$ cat src/rtl/dmem_sram_like_bridge_pkg.sv
// Shared types and codes for the data-side sram-like bridge: FSM states,
// load-width and transfer-size encodings, and the request-size helper.
package dmem_sram_like_bridge_pkg;

    typedef enum logic [1:0] {
        IDLE      = 2'd0,
        WAIT_ADDR = 2'd1,
        WAIT_DATA = 2'd2,
        DONE      = 2'd3
    } bridgeState_e;

    localparam logic [3:0] RW_BYTE = 4'b0001;
    localparam logic [3:0] RW_HALF = 4'b0011;
    localparam logic [3:0] RW_WORD = 4'b1111;

    localparam logic [1:0] SIZE_BYTE = 2'd0;
    localparam logic [1:0] SIZE_HALF = 2'd1;
    localparam logic [1:0] SIZE_WORD = 2'd2;

    // Everything about a request except its address, whose width is a parameter.
    typedef struct packed {
        logic        wr;
        logic [1:0]  size;
        logic [31:0] wdata;
        logic [3:0]  width;
        logic        sign;
    } dmemReq_t;

    // Stores size from the byte-enable pattern, loads from the width code; odd codes fall back to word.
    function automatic logic [1:0] reqSize(input logic [3:0] wmask, input logic [3:0] width);
        logic [1:0] size;
        size = SIZE_WORD;
        if (|wmask) begin
            case (wmask)
                4'b0001, 4'b0010, 4'b0100, 4'b1000: size = SIZE_BYTE;
                4'b0011, 4'b1100:                   size = SIZE_HALF;
                default:                            size = SIZE_WORD;
            endcase
        end else begin
            case (width)
                RW_BYTE: size = SIZE_BYTE;
                RW_HALF: size = SIZE_HALF;
                default: size = SIZE_WORD;
            endcase
        end
        return size;
    endfunction

endpackage

$ cat src/rtl/dmem_sram_like_bridge_load_align.sv
// Picks the addressed byte/halfword lane out of a raw read word and
// sign- or zero-extends it to 32 bits; full words pass through.
module dmem_sram_like_bridge_load_align
    import dmem_sram_like_bridge_pkg::*;
(
    input  logic [31:0] rawData,
    input  logic [1:0]  addrLo,
    input  logic [3:0]  width,
    input  logic        isSigned,
    output logic [31:0] result
);

    logic [7:0]  byteLane;
    logic [15:0] halfLane;

    assign byteLane = rawData[{addrLo, 3'b000} +: 8];
    assign halfLane = addrLo[1] ? rawData[31:16] : rawData[15:0];

    always_comb begin
        case (width)
            RW_BYTE: result = {{24{isSigned & byteLane[7]}}, byteLane};
            RW_HALF: result = {{16{isSigned & halfLane[15]}}, halfLane};
            default: result = rawData;
        endcase
    end

endmodule

$ cat src/rtl/dmem_sram_like_bridge.sv
// M-stage data-memory bridge: turns each access into one sram-like
// req/addr_ok/data_ok transaction, stalls the pipeline meanwhile, aligns loads.
module dmem_sram_like_bridge
    import dmem_sram_like_bridge_pkg::*;
#(
    parameter int ADDR_WIDTH = 32,
    parameter bit MASK_KSEG  = 1'b1
) (
    input  logic                  clk,
    input  logic                  rst,
    input  logic                  data_sram_enM,
    input  logic [3:0]            memwriteM,
    input  logic [3:0]            memReadWidthM,
    input  logic                  memLoadIsSignM,
    input  logic [ADDR_WIDTH-1:0] addrM,
    input  logic [31:0]           wdataM,
    input  logic                  exceptM,
    input  logic                  stall_otherM,
    output logic                  data_req,
    output logic                  data_wr,
    output logic [1:0]            data_size,
    output logic [ADDR_WIDTH-1:0] data_addr,
    output logic [31:0]           data_wdata,
    input  logic                  data_addr_ok,
    input  logic                  data_data_ok,
    input  logic [31:0]           data_rdata,
    output logic                  d_stall,
    output logic [31:0]           rdataM
);

    bridgeState_e          state, nextState;
    logic                  start, useLive;
    dmemReq_t              liveReq, heldReq, reqView;
    logic [ADDR_WIDTH-1:0] liveAddr, heldAddr, addrView;
    logic [31:0]           rdataQ;
    logic [1:0]            ldAddrLo;
    logic [3:0]            ldWidth;
    logic                  ldSign;

    // Qualified by rst so nothing is requested while reset is held low.
    assign start = data_sram_enM & ~exceptM & rst;

    always_comb begin
        liveAddr = addrM;
        if (MASK_KSEG && addrM[ADDR_WIDTH-1 -: 2] == 2'b10)
            liveAddr = {3'b000, addrM[ADDR_WIDTH-4:0]};
        liveReq.wr    = |memwriteM;
        liveReq.size  = reqSize(memwriteM, memReadWidthM);
        liveReq.wdata = wdataM;
        liveReq.width = memReadWidthM;
        liveReq.sign  = memLoadIsSignM;
    end

    // NOTE: clocked state uses non-blocking (<=) so every register samples pre-edge values.
    always_ff @(posedge clk or negedge rst) begin
        if (!rst) state <= IDLE;
        else      state <= nextState;
    end

    // Width/sign/address are kept even when addr_ok arrives at once: the load aligner needs them.
    always_ff @(posedge clk or negedge rst) begin
        if (!rst) begin
            heldReq  <= '0;
            heldAddr <= '0;
        end else if (state == IDLE && start) begin
            heldReq  <= liveReq;
            heldAddr <= liveAddr;
        end
    end

    // Stores never touch the load result, so rdataM holds the last load.
    always_ff @(posedge clk or negedge rst) begin
        if (!rst) begin
            rdataQ   <= '0;
            ldAddrLo <= '0;
            ldWidth  <= '0;
            ldSign   <= 1'b0;
        end else if (state == WAIT_DATA && data_data_ok && !heldReq.wr) begin
            rdataQ   <= data_rdata;
            ldAddrLo <= heldAddr[1:0];
            ldWidth  <= heldReq.width;
            ldSign   <= heldReq.sign;
        end
    end

    // NOTE: every output gets a default first so no path through the case infers a latch.
    always_comb begin
        nextState = state;
        data_req  = 1'b0;
        d_stall   = 1'b0;
        useLive   = 1'b0;
        case (state)
            IDLE: begin
                data_req = start;
                d_stall  = start;
                useLive  = 1'b1;
                if (start) nextState = data_addr_ok ? WAIT_DATA : WAIT_ADDR;
            end
            WAIT_ADDR: begin
                data_req = 1'b1;
                d_stall  = 1'b1;
                if (data_addr_ok) nextState = WAIT_DATA;
            end
            WAIT_DATA: begin
                d_stall = 1'b1;
                if (data_data_ok) nextState = DONE;
            end
            DONE: begin
                if (!stall_otherM) nextState = IDLE;
            end
            default: nextState = IDLE;
        endcase
    end

    assign reqView    = useLive ? liveReq : heldReq;
    assign addrView   = useLive ? liveAddr : heldAddr;
    assign data_wr    = data_req & reqView.wr;
    assign data_size  = data_req ? reqView.size : 2'd0;
    assign data_addr  = data_req ? addrView : '0;
    assign data_wdata = data_req ? reqView.wdata : 32'd0;

    dmem_sram_like_bridge_load_align u_loadAlign (
        .rawData (rdataQ),
        .addrLo  (ldAddrLo),
        .width   (ldWidth),
        .isSigned(ldSign),
        .result  (rdataM)
    );

endmodule

$ cat config.mk
export PLATFORM = sky130hd
export DESIGN_NAME = dmem_sram_like_bridge
export DESIGN_NICKNAME = d
export VERILOG_FILES = /design/src/rtl/dmem_sram_like_bridge_pkg.sv /design/src/rtl/dmem_sram_like_bridge_load_align.sv /design/src/rtl/dmem_sram_like_bridge.sv
export SDC_FILE = /design/constraint.sdc
export NUM_CORES = 1
export LEC_CHECK = 0
export BUFFER_PORTS_ARGS = -buffer_cell sky130_fd_sc_hd__buf_2
export CAP_MARGIN = 20
export CORE_MARGIN = 3
export CORE_UTILIZATION = 51
export CTS_CLUSTER_DIAMETER = 60
export DETAILED_ROUTE_END_ITERATION = 7
export GPL_ROUTABILITY_DRIVEN = 0
export PLACE_DENSITY = 0.85
export SLEW_MARGIN = 40
export SYNTH_ARGS = -nofsm -noshare
export SYNTH_HDL_FRONTEND = slang
export SYNTH_HIERARCHICAL = 1
export SYNTH_SLANG_ARGS = --single-unit
export TNS_END_PERCENT = 100
$ cat constraint.sdc
create_clock -name clk -period 1.9 [get_ports clk]
set_input_delay 0.38 -clock clk [delete_from_list [all_inputs] [get_ports clk]]
set_output_delay 0.38 -clock clk [all_outputs]
set_load 0.1 [all_outputs]
==> results by group, run 1 <==
Place
  – Placed cells: 891
  – HPWL after DPL: 15000 um
  – IO Port Bufs: 212

Die
  – I/O pin cnt: 213
  – Die Wd: 115 um
  – Initial core utilization: 0.527
  – Row Count: 39
  – Die H: 115 um

CTS
  – Clock Tree Root: clkbuf_16
  – Setup Buffers After CTS: 41
  – CTS buffer count: 17
  – Clk sink count: 113
  – CTS resizes: 204
  – Clk buf depth: 2
  – Hold_buf cts: 0
  – Htree depth: 4

Synth
  – Syn Nets: 641
  – Yosys warning count: 6
  – Synthesized instance count: 524
  – Leading register cell type out of synthesis: dfrtp_1
  – Post-synthesis cell type count: 40
  – Async SR Flop Fraction: 1.00
  – Biggest area consumer among synthesized cells: dfrtp_1
  – Mapped cell area: 0.00609 mm2
  – Synth area leaders: dfrtp_1 (46%), mux2_2 (17%), mux2i_1 (10%), mux2_4 (4.9%), nor2_1 (4.4%)
  – Seq/Total Area, Yosys: 0.464
  – Synth Area per Inst: 11.6 um2
  – Synth Register Bits: 113
  – EDFF count, synth: 0
  – Yosys top cell area share: 0.464

Run status
  – Failing step: clock tree synthesis
  – First Err: [ERROR DPL-0038] Utilization greater than 100%, impossible to legalize
  – Status: stopped before the end
cell families after synthesis:
family | share of synthesized area
compound gates | 0.0579
fa+ha+maj | 0.0103
flops | 0.464
mux | 0.330
buf+inv | 0.0376
simple gates | 0.0994
per-stage QoR:
stage / area [um2] / util / setup WS (ps)
2_1_floorplan: 7250 / - / -427
3_3_place_gp: 10000 / 0.866 / -130
3_5_place_dp: 10000 / 0.868 / -218
synth_stat cells (6+ instances only):
master / n
dfrtp_1: 113
mux2_2: 94
nor2_1: 72
mux2i_1: 63
nand2_1: 47
buf_2: 21
mux2_4: 20
o21ai_0: 9
o22ai_1: 8
a221o_1: 7
a2bb2oi_1: 7
a21oi_1: 6
inv_1: 6
==> inputs of run 2 (changes only) <==
Settings changed: CORE_UTILIZATION 51 to 40, CTS_CLUSTER_DIAMETER 60 to default, PLACE_DENSITY 0.85 to default, PLACE_DENSITY_LB_ADDON from default to 0.15.
==> run 2 against run 1 <==
Net effect:
- the flow now finishes, with violations (setup timing)
- area after synthesis did not move
- synthesized cell count unchanged
==> results by group, run 2 <==
Global routing
  – Met1 Use GR: 0.302
  – GRT met2 Usage: 0.453
  – Initial antenna violation count: 1
  – Most Crowded Layer GR: met2
  – Gr ovfl total: 0
  – M3 GR Usage: 0.0804
  – First-pass GRT wire length: 33400 um
  – Total track usage: 0.262
  – Vias in the first global route: 6042
  – Largest net degree at the start of global routing: 72

Final layout
  – Commonest non-fill, non-tap cell in the layout: buf_12
  – Biggest regs: heldReq x40, heldAddr x32, rdataQ x32
  – Fill cell count: 668
  – P&R area growth vs syn: 104%
  – Register area: 0.00283 mm2
  – Share of post-route cells with drive strength above 1: 0.787
  – Net count, final: 927
  – Multi-input gate area: 0.00487 mm2
  – Max reg flops: 40
  – Largest Register: heldReq
  – Most frequent cells in the layout: buf_12 (128), dfrtp_1 (112), buf_2 (110)

Timing
  – Final setup violating endpoints: 102
  – Highest clock rate: 406 MHz
  – Hold WS: 199 ps
  – Setup Skew: 8.09 ps
  – RSZ-0062 raised after global routing: yes
  – Slew Viols, Final: 0
  – Tmin final: 2460 ps
  – Least-Margin Pin Slew: 653 ps
  – PnR worst setup slack: -562 ps
  – Tcrit/Tclk final: 1.30
  – Slew headroom: 0.564
  – Hold Vio Cnt, Final: 0

Die
  – Initial core utilization: 0.414 (-0.112)
  – Die Wd: 129 um (+12%)
  – I/O pin cnt: 213 (unchanged)
  – Core area: 0.0147 mm2
  – Row Count: 44 (+13%)
  – Die H: 129 um (+12%)
  – Die area: 0.0167 mm2

Synth
  – Leading register cell type out of synthesis: dfrtp_1
  – Yosys warning count: 6 (unchanged)
  – Synth Area per Inst: 11.6 um2 (unchanged)
  – Biggest area consumer among synthesized cells: dfrtp_1
  – Async SR Flop Fraction: 1.00 (unchanged)
  – Syn Nets: 641 (unchanged)
  – Post-synthesis cell type count: 40 (unchanged)
  – Synthesized instance count: 524 (unchanged)
  – Cell with the most instances after synthesis: dfrtp_1
  – Synth area leaders: dfrtp_1 (46%), mux2_2 (17%), mux2i_1 (10%), mux2_4 (4.9%), nor2_1 (4.4%)
  – Synth cell count leaders: dfrtp_1 (113), mux2_2 (94), nor2_1 (72)
  – Seq/Total Area, Yosys: 0.464 (unchanged)
  – EDFF count, synth: 0 (unchanged)
  – Mapped cell area: 0.00609 mm2 (unchanged)
  – Synth Register Bits: 113 (unchanged)
  – Yosys top cell area share: 0.464 (unchanged)

Routing
  – Final wirelength: 22800 um
  – DRC viols: 0
  – Via/cell ratio: 5.44
  – ANT nets after route: 0
  – Vias: 5482
  – Wire per inst: 22.7 um
  – Drt pass-1 iters: 4
  – Initial drt markers: 211

Worst setup path
  – WS Path Type: flip-flop to output port
  – CP startpoint kind: flip-flop
  – R2r setup slk: -10 ps
  – CP Max Fanout: 8
  – CP Data Required Time: 1520 ps
  – CP Data Arrival Time: 2080 ps
  – Setup crit end kind: output port

CTS
  – Clock transition time at the flip-flop clock pins of the worst setup and hold paths: 60 ps
  – Clk_lat worst skew: 420 ps
  – CTS buffer count: 17 (unchanged)
  – Htree depth: 4 (unchanged)
  – TritonCTS clock tree: built
  – Clk sink count: 113 (unchanged)
  – Clock Tree Root: clkbuf_16
  – Clk buf depth: 2 (unchanged)

Job
  – Max-Cap Viols: 0

Run status
  – Status: finished, violations left
  – Failing checks: setup timing

Worst hold path
  – HP Class: input port to flip-flop

Place
  – HPWL after DPL: 13300 um (-11%)
  – IO Port Bufs: 212 (unchanged)
run 2: layer usage:
layer  up-vias  part of all wire  routed length [um]
met5         -           0.00057                  13
met4         2             0.032                 723
met3        47             0.058                1320
met2       201              0.54               12300
met1      2778              0.37                8440
li1       2454                 -                   -
run 2: kinds of logic (layout without fill, tap and decap cells):
family                     count (synthesis)  in the layout  synth area share
AOI/OAI and AO/OA                         47             47            0.0579
adders and majority gates                  5              5            0.0103
buffers and inverters                     41            339            0.0376
DFF                                      113            113             0.464
muxes                                    178            178             0.330
other                                      0              1                 0
and+or+nand+nor                          140            140            0.0994
run 2: repair_timing:
action | CTS | global route
pin swaps | 28 | 41
setup endpoints to repair | 101 | 121
hold buffers | 0 | 0
gates cloned | 8 | 1
resized for setup | 198 | 80
buffers inserted | 27 | 12
run 2: final timing paths:
| path | start | endpoint | depth (start not counted) |
|---|---|---|---|
| max | ldAddrLo[1]$_DFFE_PN0P_ | rdataM[9] | 5 |
| min in group asynchronous | rst | heldReq[13]$_DFFE_PN0P_ | 3 |
| max reg2reg | state[0]$_DFFE_PN0P_ | heldReq[0]$_DFFE_PN0P_ | 8 |
| max in group asynchronous | rst | ldAddrLo[1]$_DFFE_PN0P_ | 3 |
| min reg2reg | heldReq[1]$_DFFE_PN0P_ | heldReq[1]$_DFFE_PN0P_ | 1 |
| min | data_rdata[12] | rdataQ[12]$_DFFE_PN0P_ | 2 |
run 2: critical path, stage by stage, from the launching register on:
cell and delay (ps):
dfrtp_2 450, mux4_2 360, nand2_2 70, nor3_4 410, a221o_4 210, buf_12 170
run 2: metrics by stage:
stage          utilization  worst slack, ps  std cells  area [um2]  TNS (ps)
5_1_grt              0.847             -666       1006       12400    -58210
2_1_floorplan            -             -427        524        7250     -9250
6_report             0.847             -562       1007       12400    -50690
3_5_place_dp         0.687             -224        938       10100     -8050
3_3_place_gp         0.687             -164        938       10100     -6110
4_1_cts              0.826             -566       1003       12100    -46420
run 2: final cells by class:
| class | count | share of cell area |
|---|---|---|
| clock buffer | 21 | 0.0378 |
| clock inverter | 10 | 0.0127 |
| sequential | 113 | 0.227 |
| multi-input combinational | 370 | 0.391 |
| timing repair buffer | 302 | 0.309 |
| inverter | 6 | 0.00291 |
| antenna | 1 | 0.000201 |
| tap | 184 | 0.0185 |
Power of run 2 is not shown: default switching activity piles up to over one toggle a cycle in this logic, so the estimate is an artifact.
==> inputs of run 3 (changes only) <==
Clock period 1.9 ns to 2.91 ns, I/O delays scaled along.
==> run 3 against run 2 <==
Net effect:
- routed wire length down 29%
- first-iteration DRC count is 10% lower
- sequential share of layout area increased by 7.4 points
- setup slack improved by 670 ps
- critical endpoint unchanged
- clock skew rose by 5.3 ps
- the run now ends clean
- core utilization down 21 points
- die area stayed put
- final cell count fell by 7.3%
- non-clock buffer count fell by 74
- count of clock-buffer cells in the layout up 7
- final area shrank 25%
==> results by group, run 3 (synthesis results as in run 2) <==
Run status
  – Status: complete, no violations

Timing
  – Hold WS: 342 ps (+143 ps)
  – Least-Margin Pin Slew: 694 ps (+40.7 ps)
  – Setup Skew: 13.4 ps (+5.35 ps)
  – Slew Viols, Final: 0 (unchanged)
  – Setup tns final: 0 ps (+50690 ps)
  – Final setup violating endpoints: 0 (-100%)
  – Hold Vio Cnt, Final: 0 (unchanged)
  – Tcrit/Tclk final: 0.964
  – RSZ-0062 raised after global routing: no
  – Tmin final: 2810 ps
  – Highest clock rate: 356 MHz
  – Slew headroom: 0.537 (-0.0271)

CTS
  – Clk_lat worst skew: 410 ps (about the same)
  – Htree depth: 4 (unchanged)
  – Clk sink count: 113 (unchanged)
  – TritonCTS clock tree: built
  – Clock Tree Root: clkbuf_16
  – CTS buffer count: 17 (unchanged)
  – Clock transition time at the flip-flop clock pins of the worst setup and hold paths: 50 ps (about the same)
  – Clk buf depth: 2 (unchanged)

Worst setup path
  – WS Path Type: flip-flop to output port
  – Buffer and inverter count on the worst path: 2 (+1)
  – Crit-path slowest cell: mux4_2
  – Crit Reg-Reg Endpoint: heldReq[25]$_DFFE_PN0P_
  – Largest stage delay, worst path: 510 ps (+60 ps)
  – Setup crit end kind: output port
  – CP Data Arrival Time: 2220 ps (+140 ps)
  – CP Data Required Time: 2330 ps (+810 ps)
  – RR Startpoint: state[0]$_DFFE_PN0P_
  – R2r setup slk: 710 ps (+720 ps)
  – Worst setup path end: rdataM[9]
  – Reg2Reg Depth: 6 (-2)
  – Crit path cell chain: buf_6 > mux4_2 > nand2_2 > nor3_4 > a221o_1 > buf_12
  – CP Max Fanout: 11 (+3)
  – CP delay by family, top: multiplexers
  – Worst Setup SP: ldAddrLo[1]$_DFFE_PN0P_
  – CP startpoint kind: flip-flop
  – Crit. path cell count: 6 (+1)

Routing
  – Via/cell ratio: 5.14 (-5.5%)
  – DRC viols: 0 (unchanged)
  – Wire per inst: 17.5 um (-23%)
  – ANT nets after route: 0 (unchanged)
  – Drt pass-1 iters: 4 (unchanged)
  – Final wirelength: 16300 um (-29%)
  – Initial drt markers: 190 (-10%)
  – Vias: 4798 (-12%)

Die
  – Core area: 0.0147 mm2 (unchanged)
  – Die area: 0.0167 mm2 (unchanged)
  – Die H: 129 um (unchanged)
  – Die Wd: 129 um (unchanged)
  – Row Count: 44 (unchanged)
  – I/O pin cnt: 213 (unchanged)
  – Initial core utilization: 0.414 (unchanged)

Final layout
  – Fill cell count: 1161 (+74%)
  – Register area: 0.00283 mm2 (about the same)
  – Most frequent cells in the layout: buf_2 (127), dfrtp_1 (113), mux2_2 (94)
  – Biggest regs: heldReq x40, heldAddr x32, rdataQ x32
  – Multi-input gate area: 0.00320 mm2 (-34%)
  – Commonest non-fill, non-tap cell in the layout: buf_2
  – Largest Register: heldReq
  – P&R area growth vs syn: 54.1%
  – Max reg flops: 40 (unchanged)
  – Share of post-route cells with drive strength above 1: 0.578 (-0.209)
  – Net count, final: 853 (-8.0%)
  – ANT cells: 0 (-1)

Place
  – HPWL after DPL: 12000 um (-10%)
  – IO Port Bufs: 212 (unchanged)

Global routing
  – First-pass GRT wire length: 26000 um (-22%)
  – Initial antenna violation count: 0 (-1)
  – Gr ovfl total: 0 (unchanged)
  – Vias in the first global route: 5097 (-16%)
  – Largest net degree at the start of global routing: 62 (-14%)
  – Total track usage: 0.199 (-0.0639)

Worst hold path
  – HP Class: input port to asynchronous set/reset pin

Job
  – Max-Cap Viols: 0 (unchanged)
run 3: changes by cell type in the layout (fill, tap and decap cells not counted), sizes merged:
cell      delta
inv          +1
bufinv       -2
clkinvlp     -4
clkinv       -1
clkbuf       +6
buf         -73
diode        -1
run 3: what timing repair did:
action | 4_1_cts | 5_1_grt
hold buffers | 0 | 0
endpoints found under the setup margin | 0 | 64
buffers inserted | 0 | 1
resized for setup | 0 | 3
run 3: per-stage QoR:
stage | setup WS, ps | cells | util | instance area, um2
after floorplan | -280 | 524 | - | 6230
after global placement | 502 | 900 | 0.596 | 8770
after detailed placement | 443 | 900 | 0.596 | 8770
after CTS | 14.9 | 932 | 0.637 | 9360
after global routing | 8.59 | 933 | 0.638 | 9380
final | 104 | 933 | 0.638 | 9380
run 3: worst min path at each step:
| stage | to | start | slack (ps) |
|---|---|---|---|
| 6_report | rdataQ[21]$_DFFE_PN0P_ | rst | 340 |
| 5_1_grt | rdataQ[12]$_DFFE_PN0P_ | data_rdata[12] | 390 |
| 4_1_cts | rdataQ[27]$_DFFE_PN0P_ | rst | 380 |
| 3_5_place_dp | heldAddr[29]$_DFFE_PN0P_ | heldAddr[29]$_DFFE_PN0P_ | 470 |
| 3_3_place_gp | heldAddr[31]$_DFFE_PN0P_ | heldAddr[31]$_DFFE_PN0P_ | 460 |
| 2_1_floorplan | heldAddr[0]$_DFFE_PN0P_ | rst | 290 |
run 3: final cells by class:
type                            count  area share
Inverter                            6     0.00240
Clock inverter                      4     0.00747
Clock buffer                       28      0.0561
Sequential cell                   113       0.301
Timing Repair Buffer              228       0.267
Multi-Input combinational cell    370       0.341
Tap cell                          184      0.0245
run 3: worst register-to-register path: stages, from the launching register on:
cell     delay (ps)
dfrtp_1         460
inv_1           150
ha_4            240
buf_12          190
nand2_4         360
buf_12          300
mux2_2          380
run 3: metal layers:
layer	track usage	wire length, um
met5	0	0
met1	0.240	6620
met4	0.0618	206
met3	0.0779	1250
met2	0.328	8230
Power of run 3 is left out for the same reason.
==> inputs of run 4 (changes only) <==
Settings changed: MAX_ROUTING_LAYER from default to met4.
==> run 4 against run 3 <==
Net effect:
- routed wire length grew 0.28%
- count of clock-buffer cells in the layout did not move
- first-iteration DRC count is 0.53% lower
- die area unchanged
- core utilization unchanged
- clock skew decreased by 5.9 ps
- maximum frequency barely moved
- critical path depth unchanged
- via count is 0.15% lower
- critical endpoint unchanged
- highest routed layer unchanged
==> results by group, run 4 (synthesis results as in run 2) <==
Worst setup path
  – R2r setup slk: 730 ps (+20 ps)
  – WS Path Type: flip-flop to output port
  – CP startpoint kind: flip-flop
  – Worst setup path end: rdataM[9]
  – Worst Setup SP: ldAddrLo[1]$_DFFE_PN0P_
  – Largest stage delay, worst path: 510 ps (about the same)
  – Setup crit end kind: output port
  – CP Max Fanout: 11 (unchanged)
  – RR Startpoint: state[0]$_DFFE_PN0P_
  – CP Data Arrival Time: 2230 ps (about the same)
  – Crit Reg-Reg Endpoint: heldReq[25]$_DFFE_PN0P_
  – Crit-path slowest cell: mux4_2
  – CP Data Required Time: 2330 ps (about the same)
  – Reg2Reg Depth: 6 (unchanged)
  – Crit path cell chain: buf_6 > mux4_2 > nand2_2 > nor3_4 > a221o_1 > buf_12

CTS
  – Clk sink count: 113 (unchanged)
  – Hold_buf cts: 0 (unchanged)
  – Htree depth: 4 (unchanged)
  – Clock Tree Root: clkbuf_16
  – Clk_lat worst skew: 410 ps (about the same)
  – Clk buf depth: 2 (unchanged)
  – TritonCTS clock tree: built
  – Clock transition time at the flip-flop clock pins of the worst setup and hold paths: 50 ps (about the same)
  – CTS buffer count: 17 (unchanged)

Global routing
  – Total track usage: 0.205 (+0.00635)
  – Initial antenna violation count: 0 (unchanged)
  – First-pass GRT wire length: 25900 um (-0.16%)
  – Gr ovfl total: 0 (unchanged)
  – Vias in the first global route: 5108 (+0.22%)
  – Largest net degree at the start of global routing: 62 (unchanged)

Die
  – Die Wd: 129 um (unchanged)
  – Die H: 129 um (unchanged)
  – Row Count: 44 (unchanged)
  – Core area: 0.0147 mm2 (unchanged)
  – Die area: 0.0167 mm2 (unchanged)
  – Initial core utilization: 0.414 (unchanged)
  – I/O pin cnt: 213 (unchanged)

Final layout
  – Fin util: 0.638 (unchanged)
  – ANT cells: 0 (unchanged)
  – Final instance area: 0.00938 mm2 (unchanged)
  – Net count, final: 853 (unchanged)
  – Biggest regs: heldReq x40, heldAddr x32, rdataQ x32
  – Fill cell count: 1161 (unchanged)
  – Commonest non-fill, non-tap cell in the layout: buf_2
  – Largest Register: heldReq
  – Share of post-route cells with drive strength above 1: 0.578 (unchanged)
  – Most frequent cells in the layout: buf_2 (127), dfrtp_1 (113), mux2_2 (94)
  – Final Non-Filler Cells: 933 (unchanged)
  – P&R area growth vs syn: 54.1% (unchanged)
  – Max reg flops: 40 (unchanged)

Timing
  – Slew Viols, Final: 0 (unchanged)
  – Hold Vio Cnt, Final: 0 (unchanged)
  – Slew headroom: 0.526 (-0.0109)
  – Hold WS: 340 ps (-1.35 ps)
  – RSZ-0062 raised after global routing: no
  – Final setup violating endpoints: 0 (unchanged)
  – Tmin final: 2810 ps (+1.99 ps)
  – Least-Margin Pin Slew: 710 ps (+16.3 ps)
  – Highest clock rate: 356 MHz (about the same)
  – Tcrit/Tclk final: 0.965 (about the same)
  – Setup Skew: 7.54 ps (-5.90 ps)

Routing
  – Final wirelength: 16400 um (+0.28%)
  – Drt pass-1 iters: 4 (unchanged)
  – Initial drt markers: 189 (-0.53%)
  – ANT nets after route: 0 (unchanged)
  – Via/cell ratio: 5.14 (-0.15%)
  – Wire per inst: 17.5 um (+0.28%)
  – Vias: 4791 (-0.15%)
  – DRC viols: 0 (unchanged)

Job
  – Max-Cap Viols: 0 (unchanged)

Place
  – Placed cells: 900 (unchanged)
  – HPWL after DPL: 12000 um (unchanged)
  – IO Port Bufs: 212 (unchanged)
  – Placed Area: 0.00877 mm2 (unchanged)

Run status
  – Status: complete, no violations

Worst hold path
  – HP Class: input port to asynchronous set/reset pin
[run 4: cell counts in the layout (fill, tap and decap cells not counted)]
Identical to the previous run, type by type.
[run 4: worst min-delay path by stage]
stage | to | slack (ps) | depth (start not counted)
after floorplan | heldAddr[0]$_DFFE_PN0P_ | 290 | 0
after global placement | heldAddr[31]$_DFFE_PN0P_ | 460 | 2
after detailed placement | heldAddr[29]$_DFFE_PN0P_ | 470 | 2
after CTS | rdataQ[27]$_DFFE_PN0P_ | 380 | 2
after global routing | rdataQ[12]$_DFFE_PN0P_ | 380 | 2
final | rdataQ[21]$_DFFE_PN0P_ | 340 | 2
[run 4: repair_timing]
action                                  CTS  global route
setup buffers                             0             1
endpoints found under the hold margin     0             0
endpoints found under the setup margin    0            65
gates resized for setup                   0             3
[run 4: worst max-delay path, delay by kind of cell (launching register included)]
family | cells | cell delay (ps)
DFF | 1 | 420
buffers and inverters | 2 | 360
and+or+nand+nor | 2 | 180
muxes | 1 | 510
AOI/OAI and AO/OA | 1 | 330
[run 4: area by class of cell]
| type | instances | area [um2] | area share |
|---|---|---|---|
| clock inverters | 4 | 70.1 | 0.00747 |
| well taps | 184 | 230 | 0.0245 |
| multi-input cells | 370 | 3200 | 0.341 |
| clock buffers | 28 | 527 | 0.0561 |
| inverters | 6 | 22.5 | 0.00240 |
| flip-flops and latches | 113 | 2830 | 0.301 |
| repair buffers | 228 | 2500 | 0.267 |
[run 4: through the flow]
stage          setup WS (ps)  setup TNS [ps]
2_1_floorplan           -280           -6520
3_3_place_gp             502               0
3_5_place_dp             443               0
4_1_cts                 14.9               0
5_1_grt                 7.26               0
6_report                 102               0
[run 4: metal layers]
layer | routed length, um | vias to the layer above | track usage
li1 | - | 2282 | -
met1 | 6840 | 2350 | 0.248
met2 | 8300 | 145 | 0.329
met3 | 1020 | 14 | 0.0660
met4 | 197 | 0 | 0.0618
met5 | 0 | - | -
Power of run 4 is left out for the same reason.
